==> config.mk <==
export PLATFORM = sky130hd
export DESIGN_NAME = token_draw_scheduler
export DESIGN_NICKNAME = d
export VERILOG_FILES = /design/src/rtl/token_draw_pkg.sv /design/src/rtl/token_pixel_counter.sv /design/src/rtl/token_draw_scheduler.sv
export SDC_FILE = /design/constraint.sdc
export NUM_CORES = 1
export LEC_CHECK = 0
export ABC_AREA = 1
export CAP_MARGIN = 5
export CORE_MARGIN = 2
export CORE_UTILIZATION = 50
export DETAILED_ROUTE_END_ITERATION = 16
export HOLD_SLACK_MARGIN = 0.02
export MAX_ROUTING_LAYER = met4
export PLACE_DENSITY = 0.73
export SYNTH_ARGS = -nofsm -noshare
export SYNTH_HDL_FRONTEND = slang
export SYNTH_SLANG_ARGS = --single-unit
==> constraint.sdc <==
create_clock -name clk -period 3.3 [get_ports clk]
set_input_delay 0.495 -clock clk [delete_from_list [all_inputs] [get_ports clk]]
set_output_delay 0.495 -clock clk [all_outputs]
set_load 0.02 [all_outputs]
==> src/rtl/token_draw_pkg.sv <==
// Shared types and defaults for the token draw scheduler.
//   state_t  : scheduler FSM states
//   player_t : player identity used by the arbiter and ack steering
//   DEF_*    : default token size and colours
//   idx_w    : width of a pixel index for a given token size
//   coord_add: 9-bit screen coordinate add, wrapping modulo 512
package token_draw_pkg;

    typedef enum logic [2:0] {
        S_IDLE  = 3'd0,
        S_LOAD  = 3'd1,
        S_ERASE = 3'd2,
        S_DRAW  = 3'd3,
        S_DONE  = 3'd4
    } state_t;

    typedef enum logic {
        PLAYER_1 = 1'b0,
        PLAYER_2 = 1'b1
    } player_t;

    localparam int         DEF_TOKEN_SIZE   = 3;
    localparam logic [2:0] DEF_P1_COLOUR    = 3'b001;
    localparam logic [2:0] DEF_P2_COLOUR    = 3'b011;
    localparam logic [2:0] DEF_ERASE_COLOUR = 3'b111;

    // A 1x1 token still needs a 1-bit index so the ports stay non-empty.
    function automatic int idx_w(input int ts);
        return (ts > 1) ? $clog2(ts) : 1;
    endfunction

    function automatic logic [8:0] coord_add(input logic [8:0] base, input logic [8:0] off);
        return base + off;
    endfunction

endpackage

==> src/rtl/token_pixel_counter.sv <==
// Row-major TOKEN_SIZE x TOKEN_SIZE pixel index generator.
//   clk, resetn : clock, asynchronous active-low reset
//   start       : current index is forced to (0,0) this cycle (restart)
//   en          : current index is consumed; advance to the next one
//   cx, cy      : current pixel index, cx changes fastest
//   last        : current index is (TS-1, TS-1)
// start acts on the current cycle's index so a restart and the first
// pixel of the new scan can be consumed in the same cycle. The scan wraps
// back to (0,0) after the last pixel.
module token_pixel_counter
    import token_draw_pkg::*;
#(
    parameter  int TOKEN_SIZE = DEF_TOKEN_SIZE,
    localparam int CW         = idx_w(TOKEN_SIZE)
) (
    input  logic          clk,
    input  logic          resetn,
    input  logic          start,
    input  logic          en,
    output logic [CW-1:0] cx,
    output logic [CW-1:0] cy,
    output logic          last
);

    localparam logic [CW-1:0] LAST_IDX = CW'(TOKEN_SIZE - 1);

    logic [CW-1:0] r_cx;
    logic [CW-1:0] r_cy;
    logic [CW-1:0] w_cx;
    logic [CW-1:0] w_cy;

    assign w_cx = start ? '0 : r_cx;
    assign w_cy = start ? '0 : r_cy;
    assign cx   = w_cx;
    assign cy   = w_cy;
    assign last = (w_cx == LAST_IDX) && (w_cy == LAST_IDX);

    always_ff @(posedge clk or negedge resetn) begin
        if (!resetn) begin
            r_cx <= '0;
            r_cy <= '0;
        end else if (en) begin
            if (w_cx == LAST_IDX) begin
                r_cx <= '0;
                r_cy <= (w_cy == LAST_IDX) ? '0 : w_cy + CW'(1);
            end else begin
                r_cx <= w_cx + CW'(1);
                r_cy <= w_cy;
            end
        end else if (start) begin
            r_cx <= '0;
            r_cy <= '0;
        end
    end

endmodule

==> src/rtl/token_draw_scheduler.sv <==
// Shares one VGA plot port between two player tokens. A redraw erases the
// token's previous square (if it is on screen) and then plots the new one,
// one pixel per clock, arbitrating round-robin between the players.
//   clk, resetn          : clock, asynchronous active-low reset
//   clear                : synchronous new-game clear (aborts, forgets tokens)
//   p1_req/p1_x/p1_y     : player 1 redraw request and new top-left corner
//   p2_req/p2_x/p2_y     : player 2 redraw request and new top-left corner
//   p1_ack, p2_ack       : one-cycle pulse when that player's redraw is done
//   x, y, colour, plot   : registered pixel stream to the VGA adapter
//   busy                 : FSM is not idle
//   dbg_state            : current FSM state (state_t encoding)
//
// Handshake: pN_req is a level held with stable pN_x/pN_y until pN_ack
// pulses; the requester drops it on the edge that ends the ack cycle. A
// request withdrawn before it is granted is simply forgotten.
module token_draw_scheduler
    import token_draw_pkg::*;
#(
    parameter int         TOKEN_SIZE   = DEF_TOKEN_SIZE,
    parameter logic [2:0] P1_COLOUR    = DEF_P1_COLOUR,
    parameter logic [2:0] P2_COLOUR    = DEF_P2_COLOUR,
    parameter logic [2:0] ERASE_COLOUR = DEF_ERASE_COLOUR
) (
    input  logic       clk,
    input  logic       resetn,
    input  logic       clear,
    input  logic       p1_req,
    input  logic [8:0] p1_x,
    input  logic [8:0] p1_y,
    input  logic       p2_req,
    input  logic [8:0] p2_x,
    input  logic [8:0] p2_y,
    output logic       p1_ack,
    output logic       p2_ack,
    output logic [8:0] x,
    output logic [8:0] y,
    output logic [2:0] colour,
    output logic       plot,
    output logic       busy,
    output logic [2:0] dbg_state
);

    localparam int CW = idx_w(TOKEN_SIZE);

    state_t     r_state;
    state_t     w_nxt_state;
    player_t    r_grant;
    player_t    r_last_grant;
    player_t    w_grant;

    logic [8:0] r_new_x, r_new_y;
    logic [8:0] r_p1_old_x, r_p1_old_y, r_p2_old_x, r_p2_old_y;
    logic       r_p1_drawn, r_p2_drawn;

    logic [8:0] r_x, r_y;
    logic [2:0] r_colour;
    logic       r_plot;
    logic       r_pix_last;
    logic       r_p1_ack, r_p2_ack;

    logic [CW-1:0] w_cx, w_cy;
    logic          w_last;
    logic          w_cnt_start, w_cnt_en;
    logic          w_emit, w_erase_px, w_ack;

    logic [8:0] w_sel_x, w_sel_y;
    logic [8:0] w_draw_x, w_draw_y;
    logic [8:0] w_old_x, w_old_y;
    logic       w_drawn_sel;
    logic [8:0] w_base_x, w_base_y;
    logic [2:0] w_px_colour;

    // Round-robin on a tie: the player not served last wins.
    always_comb begin
        w_grant = PLAYER_1;
        if (p1_req && p2_req) begin
            w_grant = (r_last_grant == PLAYER_2) ? PLAYER_1 : PLAYER_2;
        end else if (p2_req) begin
            w_grant = PLAYER_2;
        end
    end

    assign w_sel_x     = (r_grant == PLAYER_1) ? p1_x : p2_x;
    assign w_sel_y     = (r_grant == PLAYER_1) ? p1_y : p2_y;
    assign w_old_x     = (r_grant == PLAYER_1) ? r_p1_old_x : r_p2_old_x;
    assign w_old_y     = (r_grant == PLAYER_1) ? r_p1_old_y : r_p2_old_y;
    assign w_drawn_sel = (r_grant == PLAYER_1) ? r_p1_drawn : r_p2_drawn;

    // The first draw pixel is registered at the end of LOAD, before
    // r_new_x/y hold the latched coordinate, so LOAD reads the inputs.
    assign w_draw_x = (r_state == S_LOAD) ? w_sel_x : r_new_x;
    assign w_draw_y = (r_state == S_LOAD) ? w_sel_y : r_new_y;

    token_pixel_counter #(
        .TOKEN_SIZE (TOKEN_SIZE)
    ) u_counter (
        .clk    (clk),
        .resetn (resetn),
        .start  (w_cnt_start),
        .en     (w_cnt_en),
        .cx     (w_cx),
        .cy     (w_cy),
        .last   (w_last)
    );

    // Outputs are registered, so each cycle prepares the pixel shown in
    // the NEXT cycle. r_pix_last marks that the pixel now on the port is
    // the last of its phase, which is when the phase must end.
    always_comb begin
        w_nxt_state = r_state;
        w_cnt_start = 1'b0;
        w_cnt_en    = 1'b0;
        w_emit      = 1'b0;
        w_erase_px  = 1'b0;
        w_ack       = 1'b0;
        case (r_state)
            S_IDLE: begin
                if (p1_req || p2_req) begin
                    w_nxt_state = S_LOAD;
                end
            end
            S_LOAD: begin
                w_cnt_start = 1'b1;
                w_cnt_en    = 1'b1;
                w_emit      = 1'b1;
                if (w_drawn_sel) begin
                    w_nxt_state = S_ERASE;
                    w_erase_px  = 1'b1;
                end else begin
                    w_nxt_state = S_DRAW;
                end
            end
            S_ERASE: begin
                w_cnt_en = 1'b1;
                w_emit   = 1'b1;
                if (r_pix_last) begin
                    w_nxt_state = S_DRAW;
                    w_cnt_start = 1'b1;
                end else begin
                    w_erase_px  = 1'b1;
                end
            end
            S_DRAW: begin
                if (r_pix_last) begin
                    w_nxt_state = S_DONE;
                    w_ack       = 1'b1;
                end else begin
                    w_cnt_en = 1'b1;
                    w_emit   = 1'b1;
                end
            end
            S_DONE: begin
                w_nxt_state = S_IDLE;
            end
            default: begin
                w_nxt_state = S_IDLE;
            end
        endcase
        if (clear) begin
            w_nxt_state = S_IDLE;
            w_cnt_start = 1'b0;
            w_cnt_en    = 1'b0;
            w_emit      = 1'b0;
            w_erase_px  = 1'b0;
            w_ack       = 1'b0;
        end
    end

    assign w_base_x    = w_erase_px ? w_old_x : w_draw_x;
    assign w_base_y    = w_erase_px ? w_old_y : w_draw_y;
    assign w_px_colour = w_erase_px ? ERASE_COLOUR :
                         ((r_grant == PLAYER_1) ? P1_COLOUR : P2_COLOUR);

    always_ff @(posedge clk or negedge resetn) begin
        if (!resetn) begin
            r_state    <= S_IDLE;
            r_x        <= '0;
            r_y        <= '0;
            r_colour   <= '0;
            r_plot     <= 1'b0;
            r_pix_last <= 1'b0;
            r_p1_ack   <= 1'b0;
            r_p2_ack   <= 1'b0;
        end else begin
            r_state    <= w_nxt_state;
            r_plot     <= w_emit;
            r_pix_last <= w_emit && w_last;
            r_p1_ack   <= w_ack && (r_grant == PLAYER_1);
            r_p2_ack   <= w_ack && (r_grant == PLAYER_2);
            if (w_emit) begin
                r_x      <= coord_add(w_base_x, 9'(w_cx));
                r_y      <= coord_add(w_base_y, 9'(w_cy));
                r_colour <= w_px_colour;
            end
        end
    end

    always_ff @(posedge clk or negedge resetn) begin
        if (!resetn) begin
            r_grant      <= PLAYER_1;
            r_last_grant <= PLAYER_2;
            r_new_x      <= '0;
            r_new_y      <= '0;
            r_p1_old_x   <= '0;
            r_p1_old_y   <= '0;
            r_p2_old_x   <= '0;
            r_p2_old_y   <= '0;
            r_p1_drawn   <= 1'b0;
            r_p2_drawn   <= 1'b0;
        end else if (clear) begin
            r_p1_drawn <= 1'b0;
            r_p2_drawn <= 1'b0;
        end else begin
            if ((r_state == S_IDLE) && (p1_req || p2_req)) begin
                r_grant <= w_grant;
            end
            if (r_state == S_LOAD) begin
                r_new_x <= w_sel_x;
                r_new_y <= w_sel_y;
            end
            if (r_state == S_DONE) begin
                r_last_grant <= r_grant;
                if (r_grant == PLAYER_1) begin
                    r_p1_old_x <= r_new_x;
                    r_p1_old_y <= r_new_y;
                    r_p1_drawn <= 1'b1;
                end else begin
                    r_p2_old_x <= r_new_x;
                    r_p2_old_y <= r_new_y;
                    r_p2_drawn <= 1'b1;
                end
            end
        end
    end

    assign x         = r_x;
    assign y         = r_y;
    assign colour    = r_colour;
    assign plot      = r_plot;
    assign p1_ack    = r_p1_ack;
    assign p2_ack    = r_p2_ack;
    assign busy      = (r_state != S_IDLE);
    assign dbg_state = r_state;

endmodule

# After elaboration in Yosys (flattened, before gate mapping)
# Cells that the tools add are included.
# Widths: inputs -> output; s select.
# totals
reg_bits	90
wordCells	99
# classes
addsub	4
eq_ne	10
n_mux	44
bitwise	2
reduce_logical	19
# op_table
operator	n
$mux 9	8
$mux 1	19
$add 9x2->9	2
$mux 2	8
$mux 3	5
$pmux 3 s4	1
$ne 3x3->1 const B	3
$reduce_and 3->1	3
$reduce_and 2->1	4
$eq 3x2->1 const B	2
$logic_and 1x1->1	6
$pmux 1 s2	3
$add 2x1->2 const B	2
$eq 2x2->1 const B	2
$reduce_bool 2->1	2
$eq 3x1->1 const B	1
$eq 3x3->1 const B	1
$logic_not 3->1	1
$reduce_bool 3->1	1
$ne 2x2->1 const B	1
$not 1->1	2
$reduce_or 2->1	1
$logic_or 1x1->1	1

# Longest topological paths before layout
# Gate-level depths: netlist of run 1.
# logic_depth
word_depth	8
depth_mapped	19
depth_no_buf	16

# Cells and area by module
# A second synthesis of run 1 with hierarchy kept.
# unflattened
hier_cells	645
hier_area_um2	4867.2
# by_module_without_submodules
mod	instances	cells_per_inst	area_each_um2
token_draw_scheduler	1	615	4631.9
token_pixel_counter	1	30	235.2

# Worst setup path after synthesis of run 1
# No wires, ideal clock.
# synth_timing
path_type	flip-flop to flip-flop
start	reg r_state[1] (netlist: dbg_state[1])
end	reg r_x[6] (netlist: x[6])
setup_ps	117
arrival_time_ps	2728
t_required_ps	3183
setup_slack_ps	455
stages_incl_launch_ff	17
cell_sequence	dfrtp_1 -> buf_6 -> nor2_4 -> nand3_4 -> o21ai_4 -> buf_6 -> buf_6 -> a211oi_1 -> a31oi_1 -> ha_1 -> inv_1 -> fa_1 -> nand3b_2 -> nor2_4 -> nand3_1 -> nand3_1 -> nand2_1
# synth_between
elab_chain_cells	5
word_cells_on_any_way	14
classes_between	add/sub (1); eq/ne (3); mux (9); reduce/logical (1)
# synth_lines
item	line_no	source
from (decl)	token_draw_scheduler.sv:45	state_t r_state;
from (signal assigned)	token_draw_scheduler.sv:185	r_state <= w_nxt_state;
$eq 3x2->1 / $eq 3x1->1 (equally long branches)	token_draw_scheduler.sv:116, token_draw_scheduler.sv:91	
$pmux 1 s2	token_draw_scheduler.sv:116	case (r_state)
$mux 1	token_draw_scheduler.sv:159	if (clear) begin
$mux 9 / $mux 2 (equally long branches)	n/a	
$add 9x2->9	token_draw_pkg.sv:33	return base + off;
to (signal assigned)	token_draw_scheduler.sv:191	r_x <= coord_add(w_base_x, 9'(w_cx));
to (decl)	token_draw_scheduler.sv:55	logic [8:0] r_x, r_y;
# Several ways; a longest one is shown, not always the timed one.
# A chain may end at the register's enable or synchronous reset.

# Worst setup path after layout of run 1
# layout_timing
start	reg r_grant
end	reg r_x[6] (netlist: x[6])
# layout_between
elab_chain_cells	6
word_cells_on_any_way	9
classes_between	add/sub (1); mux (8)
# layout_lines
item	line_no	source
from (decl)	token_draw_scheduler.sv:47	player_t r_grant;
from (signal assigned)	token_draw_scheduler.sv:215	r_grant <= w_grant;
$mux 1	token_draw_scheduler.sv:87	assign w_drawn_sel = (r_grant == PLAYER_1) ? r_p1_drawn : r_p2_drawn;
$mux 1	token_draw_scheduler.sv:126	if (w_drawn_sel) begin
$pmux 1 s2	token_draw_scheduler.sv:116	
$mux 1	token_draw_scheduler.sv:159	
$mux 9 (*)	token_draw_scheduler.sv:169	assign w_base_x = w_erase_px ? w_old_x : w_draw_x;
$add 9x2->9 (*)	token_draw_pkg.sv:33	
# Mark *: on every way between the ends. The rest lies on a longest branch, timed or not.

==> impl_metrics.yaml, run 1 <==
logic_synthesis:
  yosys_warnings: 0
  synth_most_common_cell: "nand2_1"
  yosys-top-cells-area: "dfrtp_1 (46%), nand2_1 (19%), o21ai_0 (8.2%)"
  synth_nets: 679
  ys_ff_latch: 90
  synth_edf_count: 0
  avgSynthCellArea_sq_um: 7.64
  ys.flop_type: "dfrtp_1"
  synth_top_cell_by_area: "dfrtp_1"
  yosysUniqueCellTypes: 44
  async_flop_share: 1.00
  postSynthCellCount: 632
  synthTopCellsByCount: "nand2_1 (244), dfrtp_1 (89), o21ai_0 (79)"
  syn_area_sq_um: 4830
  seq_area_frac_synth: 0.467
  synth_top_area_share: 0.461
clock_network:
  worstSkewPairLatency_ps: 360
  post-cts-setup-buffers: 0
  h-tree-depth: 3
  clock_sinks: 90
  tritoncts: "yes"
  clk_path_buf_depth: 2
  root_buffer: "clkbuf_8"
  cts_resized: 0
  clk_pin_slew_ps: 90
  hold_buffers: 0
  cts_buffers: 9
timing:
  timing.fmax_mhz: 340
  tns_ps: 0
  maxSlewHeadroom: 0.358
  setup_viol: 0
  finalCritPeriodShare: 0.890
  slew_violations: 0
  hold_viol: 0
  skew_ps: 8.15
  tightest_slew_ps: 963
  rsz0062_at_grt: "false"
  period_minus_slack_ps: 2940
critical_path:
  cp_slowest_cell: "dfrtp_1"
  worstSetupPathType: "flop to flop"
  rr_worst_depth: 14
  crit_top_cell: "nand2_1"
  crit_chain: "inv_4 > nand2_1 > nand2_1 > o21ai_4 > a211oi_1 > a31oi_1 > ha_1 > inv_1 > fa_1 > nand3b_2 > nor2_4 > nand3_1 > nand3_1 > nand2_1"
  cp-start-kind: "flop"
  worst_path_largest_cell_delay_ps: 510
  r2r_slack_ps: 360
  path_max_fanout: 18
  end_kind: "flop"
  cp.required_ps: 3550
  crit_arrival_ps: 3180
routing:
  drc_errors: 0
  via_per_inst: 5.08
  via_count: 4213
  drt_iter0_markers: 267
  routed_wirelength_um: 11300
  wl_per_cell_um: 13.6
  postRouteAntennaNets: 0
  dr.pass1.iters: 7
global_routing:
  antenna_found_initial: 0
  grt_pass1_vias: 4017
  grtUsageMet1: 0.323
  grt_pass1_wl_um: 19200
  grt_use_met2: 0.390
  overflow: 0
  grt_usage: 0.243
  grt_use_met3: 0.0410
  grt_max_degree: 55
  grt.busiest_layer: "met2"
finish:
  multi_input_area_sq_um: 2170
  final_area_sq_um: 5820
  final_layout_size_suffix_gt1_frac: 0.101
  fillerInstances: 868
  fin_nets: 743
  area_growth_pct: 20.5
  diodes: 0
  ff_latch_area_sq_um: 2250
floorplan:
  dieArea_sq_um: 10500
  chipWidth_um: 102
  initial_core_util: 0.520
  ios: 69
  core_area_sq_um: 9280
  rows: 35
  die_h_um: 102
placement:
  place_area_sq_um: 5610
  io_buffers: 68
  dpl.hpwl_um: 8000
  routabilityCongestion: 0.892
job:
  cap_viol_max_count: 0
power_and_ir_drop:
  leakagePower_nw: 2.82
  ir_drop_mv: 0.344
  powerDensity_nw_per_um2: 822
status:
  outcome: "finished, final reports clean"
hold_path:
  hold_path_class: "input port to asynchronous set/reset pin"
-- worst max-delay path, delay by kind of cell, from the launching register on --
family          cells  cell delay, ps
fa+ha+maj           2             550
simple gates        7             900
buf+inv             2             220
compound gates      3             640
flops               1             510
-- path summary, 6_finish.rpt --
kind | from | endpoint
worst max-delay path | r_grant$_DFFE_PN0P_ | x[6]$_DFFE_PN0P_
worst min-delay path | resetn | u_counter.r_cy[0]$_DFF_PN0_
worst max register to register | r_grant$_DFFE_PN0P_ | x[6]$_DFFE_PN0P_
worst min register to register | colour[0]$_DFFE_PN0P_ | colour[0]$_DFFE_PN0P_
max in group asynchronous | resetn | r_new_x[2]$_DFFE_PN0N_
min in group clk | colour[0]$_DFFE_PN0P_ | colour[0]$_DFFE_PN0P_
-- cell families after synthesis --
family | count (synthesis) | synth area share
simple gates | 331 | 0.300
flops | 90 | 0.467
mux | 4 | 0.00829
compound gates | 106 | 0.119
fa+ha+maj | 6 | 0.0187
xor+xnor | 2 | 0.00363
buf+inv | 93 | 0.0837
-- layer usage --
| metal | part of all wire | vias to the layer above |
|---|---|---|
| met2 | 0.48 | 129 |
| met1 | 0.46 | 1960 |
| li1 | - | 2106 |
| met4 | 0.014 | 0 |
| met5 | 0 | - |
| met3 | 0.052 | 18 |
-- cells in the final DEF (no fill, tap or decap), drive strengths merged --
master,instances
nand4,5
a31o,1
xnor2,1
o21ai,88
clkinv,2
o21bai,1
clkinvlp,2
clkdlybuf4s50,67
o22ai,1
nor2,38
buf,15
dfstp,1
a211oi,2
nand3,25
a21oi,6
xor2,1
dfrtp,89
o31ai,1
nand3b,2
or2,4
mux2i,4
nand2,255
o211ai,2
inv,63
clkbuf,10
a31oi,3
bufinv,2
a21boi,1
fa,2
ha,4
nor3,2
-- flip-flops by register name (all words and copies together) (netlist names) --
signal          count
colour              3
dbg_state           3
p1_ack              1
p2_ack              1
plot                1
r_grant             1
r_last_grant        1
r_new_x             9
r_new_y             9
r_p1_drawn          1
r_p1_old_x          9
r_p1_old_y          9
r_p2_drawn          1
r_p2_old_x          9
r_p2_old_y          9
r_pix_last          1
u_counter.r_cx      2
u_counter.r_cy      2
x                   9
y                   9
-- cell type report --
class                   instances  share of cell area
flip-flops and latches         90               0.387
multi-input cells             449               0.373
repair buffers                 82               0.135
inverters                      64              0.0417
well taps                     129              0.0277
clock buffers                  10              0.0219
clock inverters                 5              0.0138
-- metrics by stage --
| step | util | worst slack [ps] | cells | power, mW | hold WS (ps) |
|---|---|---|---|---|---|
| detailed placement | 0.604 | 82.2 | 814 | 3.98 | 453 |
| CTS | 0.627 | 362 | 829 | 4.80 | 208 |
| global route | 0.627 | 91.0 | 829 | 5.19 | 225 |
| finish | 0.627 | 362 | 829 | 4.78 | 175 |
| floorplan | - | 455 | 632 | 3.20 | 199 |
| global placement | 0.604 | 203 | 814 | 3.93 | 446 |
-- power breakdown --
group | internal (mW) | switching [mW]
clock | 0.422 | 0.391
combinational | 0.874 | 1.59
sequential | 1.36 | 0.147
(Power assumes the default switching activity.)
==> run 2: changes to the inputs <==
- ABC_AREA: 1 -> unset
- CTS_CLUSTER_DIAMETER: unset -> 80
- HOLD_SLACK_MARGIN: 0.02 -> 0.1
==> run 2 against run 1 <==
  * Clock power shrank 2.8%
  * Non-clock buffer count rose by 10
  * Global-route usage fell by 0.63 points
  * Fmax shrank 5.7%
  * Synthesized cell count down 23%
==> impl_metrics.yaml, run 2 <==
power_and_ir_drop:
  powerDensity_nw_per_um2: 589
  fin_total_pwr_mw: 3.54
  ir_drop_mv: 0.224
  leakagePower_nw: 2.67
critical_path:
  path_max_fanout: 6
  end_kind: "flop"
  worstSetupPathType: "input port to flop"
  cp-startpoint: "clear"
  r2r_start: "dbg_state[2]$_DFFE_PN0P_"
  crit_arrival_ps: 3410
  cp.required_ps: 3590
  cp-start-kind: "input port"
logic_synthesis:
  synthTopCellsByCount: "dfrtp_1 (89), nand2_1 (67), mux2_2 (43)"
  yosys-top-cells-area: "dfrtp_1 (45%), mux2_2 (9.8%), mux2i_1 (6.1%)"
  ys_ff_latch: 90
  avgSynthCellArea_sq_um: 10.1
  yosys_warnings: 0
  async_flop_share: 1.00
  synth_top_area_share: 0.451
  yosysUniqueCellTypes: 56
  synth_most_common_cell: "dfrtp_1"
  postSynthCellCount: 489
  synth_nets: 536
  ys.flop_type: "dfrtp_1"
  syn_area_sq_um: 4940
  synth_top_cell_by_area: "dfrtp_1"
  seq_area_frac_synth: 0.456
  synth_edf_count: 0
floorplan:
  dieArea_sq_um: 10700
  core_area_sq_um: 9680
  chipWidth_um: 103
  die_h_um: 103
  initial_core_util: 0.510
  ios: 69
  rows: 36
timing:
  slew_violations: 0
  timing.fmax_mhz: 321
  rsz0062_at_grt: "false"
  maxSlewHeadroom: 0.251
  period_minus_slack_ps: 3110
  tightest_slew_ps: 1120
  setup_viol: 0
  hold_viol: 0
  hold_ws_ps: 332
  skew_ps: 7.21
  finalCritPeriodShare: 0.944
  tns_ps: 0
routing:
  via_count: 3940
  via_per_inst: 5.63
  postRouteAntennaNets: 0
  dr.pass1.iters: 5
  drc_errors: 0
  routed_wirelength_um: 11400
  drt_iter0_markers: 214
  wl_per_cell_um: 16.3
placement:
  dpl.hpwl_um: 8240
  io_buffers: 68
  dp_cells: 684
  routabilityCongestion: 0.888
hold_path:
  hold_path_class: "input port to asynchronous set/reset pin"
finish:
  final_cell_mix: "dfrtp_1 (88), nand2_1 (67), clkdlybuf4s50_1 (67)"
  layout_commonest_cell: "dfrtp_1"
  fillerInstances: 819
  final_layout_size_suffix_gt1_frac: 0.171
  stdcell_count: 700
  fin_nets: 609
  area_growth_pct: 21.7
  diodes: 0
clock_network:
  h-tree-depth: 3
  post-cts-setup-buffers: 0
  clk_pin_slew_ps: 90
  cts_buffers: 9
  tritoncts: "yes"
  hold_buffers: 0
  worstSkewPairLatency_ps: 360
  root_buffer: "clkbuf_8"
  clk_path_buf_depth: 2
  cts_resized: 0
  clock_sinks: 90
global_routing:
  grt_max_degree: 91
  grt_pass1_wl_um: 18600
  antenna_found_initial: 0
  grt_usage: 0.236
  grt_pass1_vias: 3821
  overflow: 0
job:
  cap_viol_max_count: 0
status:
  outcome: "finished, final reports clean"
-- run 2: cell types whose count changed in the layout (fill, tap and decap cells not counted), moves of 8 or more --
cell      previous run  this run
a21oi_1              6        25
buf_4               15        25
inv_1               59        16
mux2_2               0        43
mux2i_1              4        30
nand2_1            244        67
nand2_2             10         0
nand3_1             23        13
nand3b_1             0         8
nor3_1               0        12
o21ai_0             79        36
xnor2_1              1        11
-- run 2: cell type report --
| cell class | count | area (sq um) | area share |
|---|---|---|---|
| inverters | 17 | 63.8 | 0.0106 |
| flip-flops and latches | 90 | 2250 | 0.375 |
| repair buffers | 92 | 858 | 0.143 |
| well taps | 133 | 166 | 0.0277 |
| multi-input cells | 352 | 2460 | 0.410 |
| clock inverters | 3 | 46.3 | 0.00770 |
| clock buffers | 13 | 159 | 0.0264 |
-- run 2: power by group --
group          total (mW)  internal, mW  switching (mW)
registers            1.47          1.30           0.175
logic                1.28         0.576           0.701
clock network       0.790         0.395           0.395
-- run 2: per-layer routing --
| layer | up-vias | GRT usage | routed length, um |
|---|---|---|---|
| met3 | 10 | 0.0423 | 606 |
| met1 | 1925 | 0.311 | 5200 |
| met2 | 127 | 0.366 | 5520 |
| met5 | - | - | 0 |
| met4 | 0 | 0.0901 | 124 |
| li1 | 1878 | - | - |
-- run 2: path summary, 6_finish.rpt --
path	end	slack, ps	cells past startpoint
worst max register to register	x[8]$_DFFE_PN0P_	250	11
worst min-delay path	p1_ack$_DFF_PN0_	330	1
worst min register to register	r_last_grant$_DFFE_PN1P_	470	2
max in group asynchronous	r_grant$_DFFE_PN0P_	2200	1
worst max-delay path	x[8]$_DFFE_PN0P_	190	12
min in group clk	r_last_grant$_DFFE_PN1P_	470	2
-- run 2: kinds of logic after synthesis --
| kind of cell | after synthesis | share of synthesized area |
|---|---|---|
| and+or+nand+nor | 150 | 0.147 |
| AOI/OAI and AO/OA | 104 | 0.137 |
| DFF | 90 | 0.456 |
| muxes | 76 | 0.169 |
| buffers and inverters | 47 | 0.0448 |
| xor gates and xnor gates | 16 | 0.0284 |
| adders and majority gates | 6 | 0.0182 |
-- run 2: critical path, stage by stage --
cell             delay, ps
clkdlybuf4s50_1        450
or4b_4                 520
o32ai_4                220
buf_4                  190
nand2_1                 40
o21ai_0                110
inv_1                  100
fa_1                   520
nor3b_1                360
xnor2_1                160
a21oi_1                 80
a21oi_1                160
-- run 2: per-stage QoR --
step | setup WS, ps | utilization | area, sq um
6_report | 185 | 0.621 | 6010
5_1_grt | 21.3 | 0.621 | 6010
4_1_cts | 226 | 0.621 | 6010
3_5_place_dp | -147 | 0.600 | 5810
3_3_place_gp | -38.7 | 0.600 | 5810
2_1_floorplan | 93.3 | - | 4940
==> run 3: changes to the inputs <==
==> constraint.sdc (replaced) <==
create_clock -name clk -period 3.3 [get_ports clk]
set_input_delay 0.66 -clock clk [delete_from_list [all_inputs] [get_ports clk]]
set_output_delay 0.66 -clock clk [all_outputs]
set_load 0.02 [all_outputs]
==> run 3 against run 2 <==
  * Final area increased by 0.81%
  * Global-route usage decreased by 0.31 points
  * Cell count increased by 0.57%
  * Clock-buffer cell count is the same
  * Clock skew rose by 2.1 ps
  * Wire length shrank 0.58%
  * Register-to-register slack worse by 20 ps
  * Die area stayed put
  * Critical path type is now flop to flop
  * Largest cell class unchanged
  * Highest routed layer unchanged
==> impl_metrics.yaml, run 3 (synthesis gave the netlist of run 2 again) <==
clock_network:
  worstSkewPairLatency_ps: 360
  h-tree-depth: 3
  tritoncts: "yes"
  cts_buffers: 9
  clock_sinks: 90
  clk_path_buf_depth: 2
  root_buffer: "clkbuf_8"
  clk_pin_slew_ps: 80
global_routing:
  antenna_found_initial: 0
  grt_usage: 0.233
  overflow: 0
  grt_pass1_wl_um: 18400
  grt_max_degree: 63
  grt_pass1_vias: 3819
hold_path:
  hold_path_class: "input port to asynchronous set/reset pin"
critical_path:
  cp-start-kind: "flop"
  cp.required_ps: 3540
  r2r_slack_ps: 230
  end_kind: "flop"
  worstSetupPathType: "flop to flop"
  crit_arrival_ps: 3310
  regToRegEndpoint: "x[6]$_DFFE_PN0P_"
  path_max_fanout: 19
  r2r_start: "dbg_state[2]$_DFFE_PN0P_"
  rr_worst_depth: 11
finish:
  final_layout_size_suffix_gt1_frac: 0.175
  multi_input_area_sq_um: 2470
  layout_commonest_cell: "dfrtp_1"
  fin_nets: 613
  diodes: 0
  fillerInstances: 811
  area_growth_pct: 22.7
  final_area_sq_um: 6060
  ff_latch_area_sq_um: 2250
  final_util: 0.626
  final_cell_mix: "dfrtp_1 (88), nand2_1 (67), clkdlybuf4s50_1 (66)"
timing:
  fin_ws_ps: 227
  tns_ps: 0
  slew_violations: 0
  maxSlewHeadroom: 0.510
  tightest_slew_ps: 736
  period_minus_slack_ps: 3070
  hold_viol: 0
  timing.fmax_mhz: 325
  setup_viol: 0
  skew_ps: 9.31
  rsz0062_at_grt: "false"
  finalCritPeriodShare: 0.931
power_and_ir_drop:
  ir_drop_mv: 0.277
  fin_total_pwr_mw: 3.56
  leakagePower_nw: 2.70
  powerDensity_nw_per_um2: 587
placement:
  dpl.hpwl_um: 8090
  preCtsSetupSlack_ps: -273
  routabilityCongestion: 0.919
  place_area_sq_um: 5850
  io_buffers: 68
routing:
  via_count: 3880
  drc_errors: 0
  via_per_inst: 5.51
  routed_wirelength_um: 11400
  drt_iter0_markers: 126
  wl_per_cell_um: 16.2
  postRouteAntennaNets: 0
  dr.pass1.iters: 4
floorplan:
  ios: 69
  core_area_sq_um: 9680
  die_h_um: 103
  initial_core_util: 0.510
  rows: 36
  dieArea_sq_um: 10700
  chipWidth_um: 103
status:
  outcome: "finished, final reports clean"
job:
  cap_viol_max_count: 0
-- run 3: area by class of cell --
class                           instances  share of cell area
Multi-Input combinational cell        352               0.407
Tap cell                              133              0.0275
Sequential cell                        90               0.372
Inverter                               17              0.0105
Clock inverter                          3              0.0111
Clock buffer                           13              0.0229
Timing Repair Buffer                   96               0.149
-- run 3: power by group --
group	leakage [nW]	internal [mW]	switching (mW)
Combinational	1.42	0.586	0.689
Sequential	1.18	1.30	0.177
Clock	0.0978	0.429	0.378
Total	2.70	2.31	1.24
-- run 3: metal layers --
layer  vias to the layer above  GRT usage  routed length (um)
met5                         -          -                   0
met4                         0     0.0951                 296
met3                        24     0.0262                 426
met2                       101      0.369                5450
met1                      1881      0.308                5200
li1                       1874          -                   -
-- run 3: what timing repair did --
item / 4_1_cts / 5_1_grt
gates resized for setup: 0 / 1
hold buffers: 0 / 0
buffers inserted: 0 / 1
endpoints found under the setup margin: 0 / 3
-- run 3: worst max path at each step --
stage	start	slack, ps	end	depth (start not counted)
detailed placement	clear	-270	x[8]$_DFFE_PN0P_	13
CTS	clear	90	x[8]$_DFFE_PN0P_	13
global route	dbg_state[2]$_DFFE_PN0P_	60	x[8]$_DFFE_PN0P_	12
floorplan	clear	50	y[8]$_DFFE_PN0P_	12
global placement	clear	-130	y[8]$_DFFE_PN0P_	11
finish	dbg_state[2]$_DFFE_PN0P_	230	x[6]$_DFFE_PN0P_	11
-- run 3: per-stage QoR --
step / hold WS [ps] / std cells
finish: 301 / 704
global route: 335 / 704
CTS: 331 / 703
detailed placement: 459 / 687
global placement: 446 / 687
floorplan: 364 / 489
-- run 3: worst max-delay path, stage by stage (launching register included) --
cell      delay, ps
dfrtp_1         470
or3b_1          700
nor2_1          220
a211oi_1         70
a21oi_1         160
ha_1            200
inv_1            70
fa_2            390
buf_4           170
nor4_2          290
xnor2_1         150
o21ai_1          70
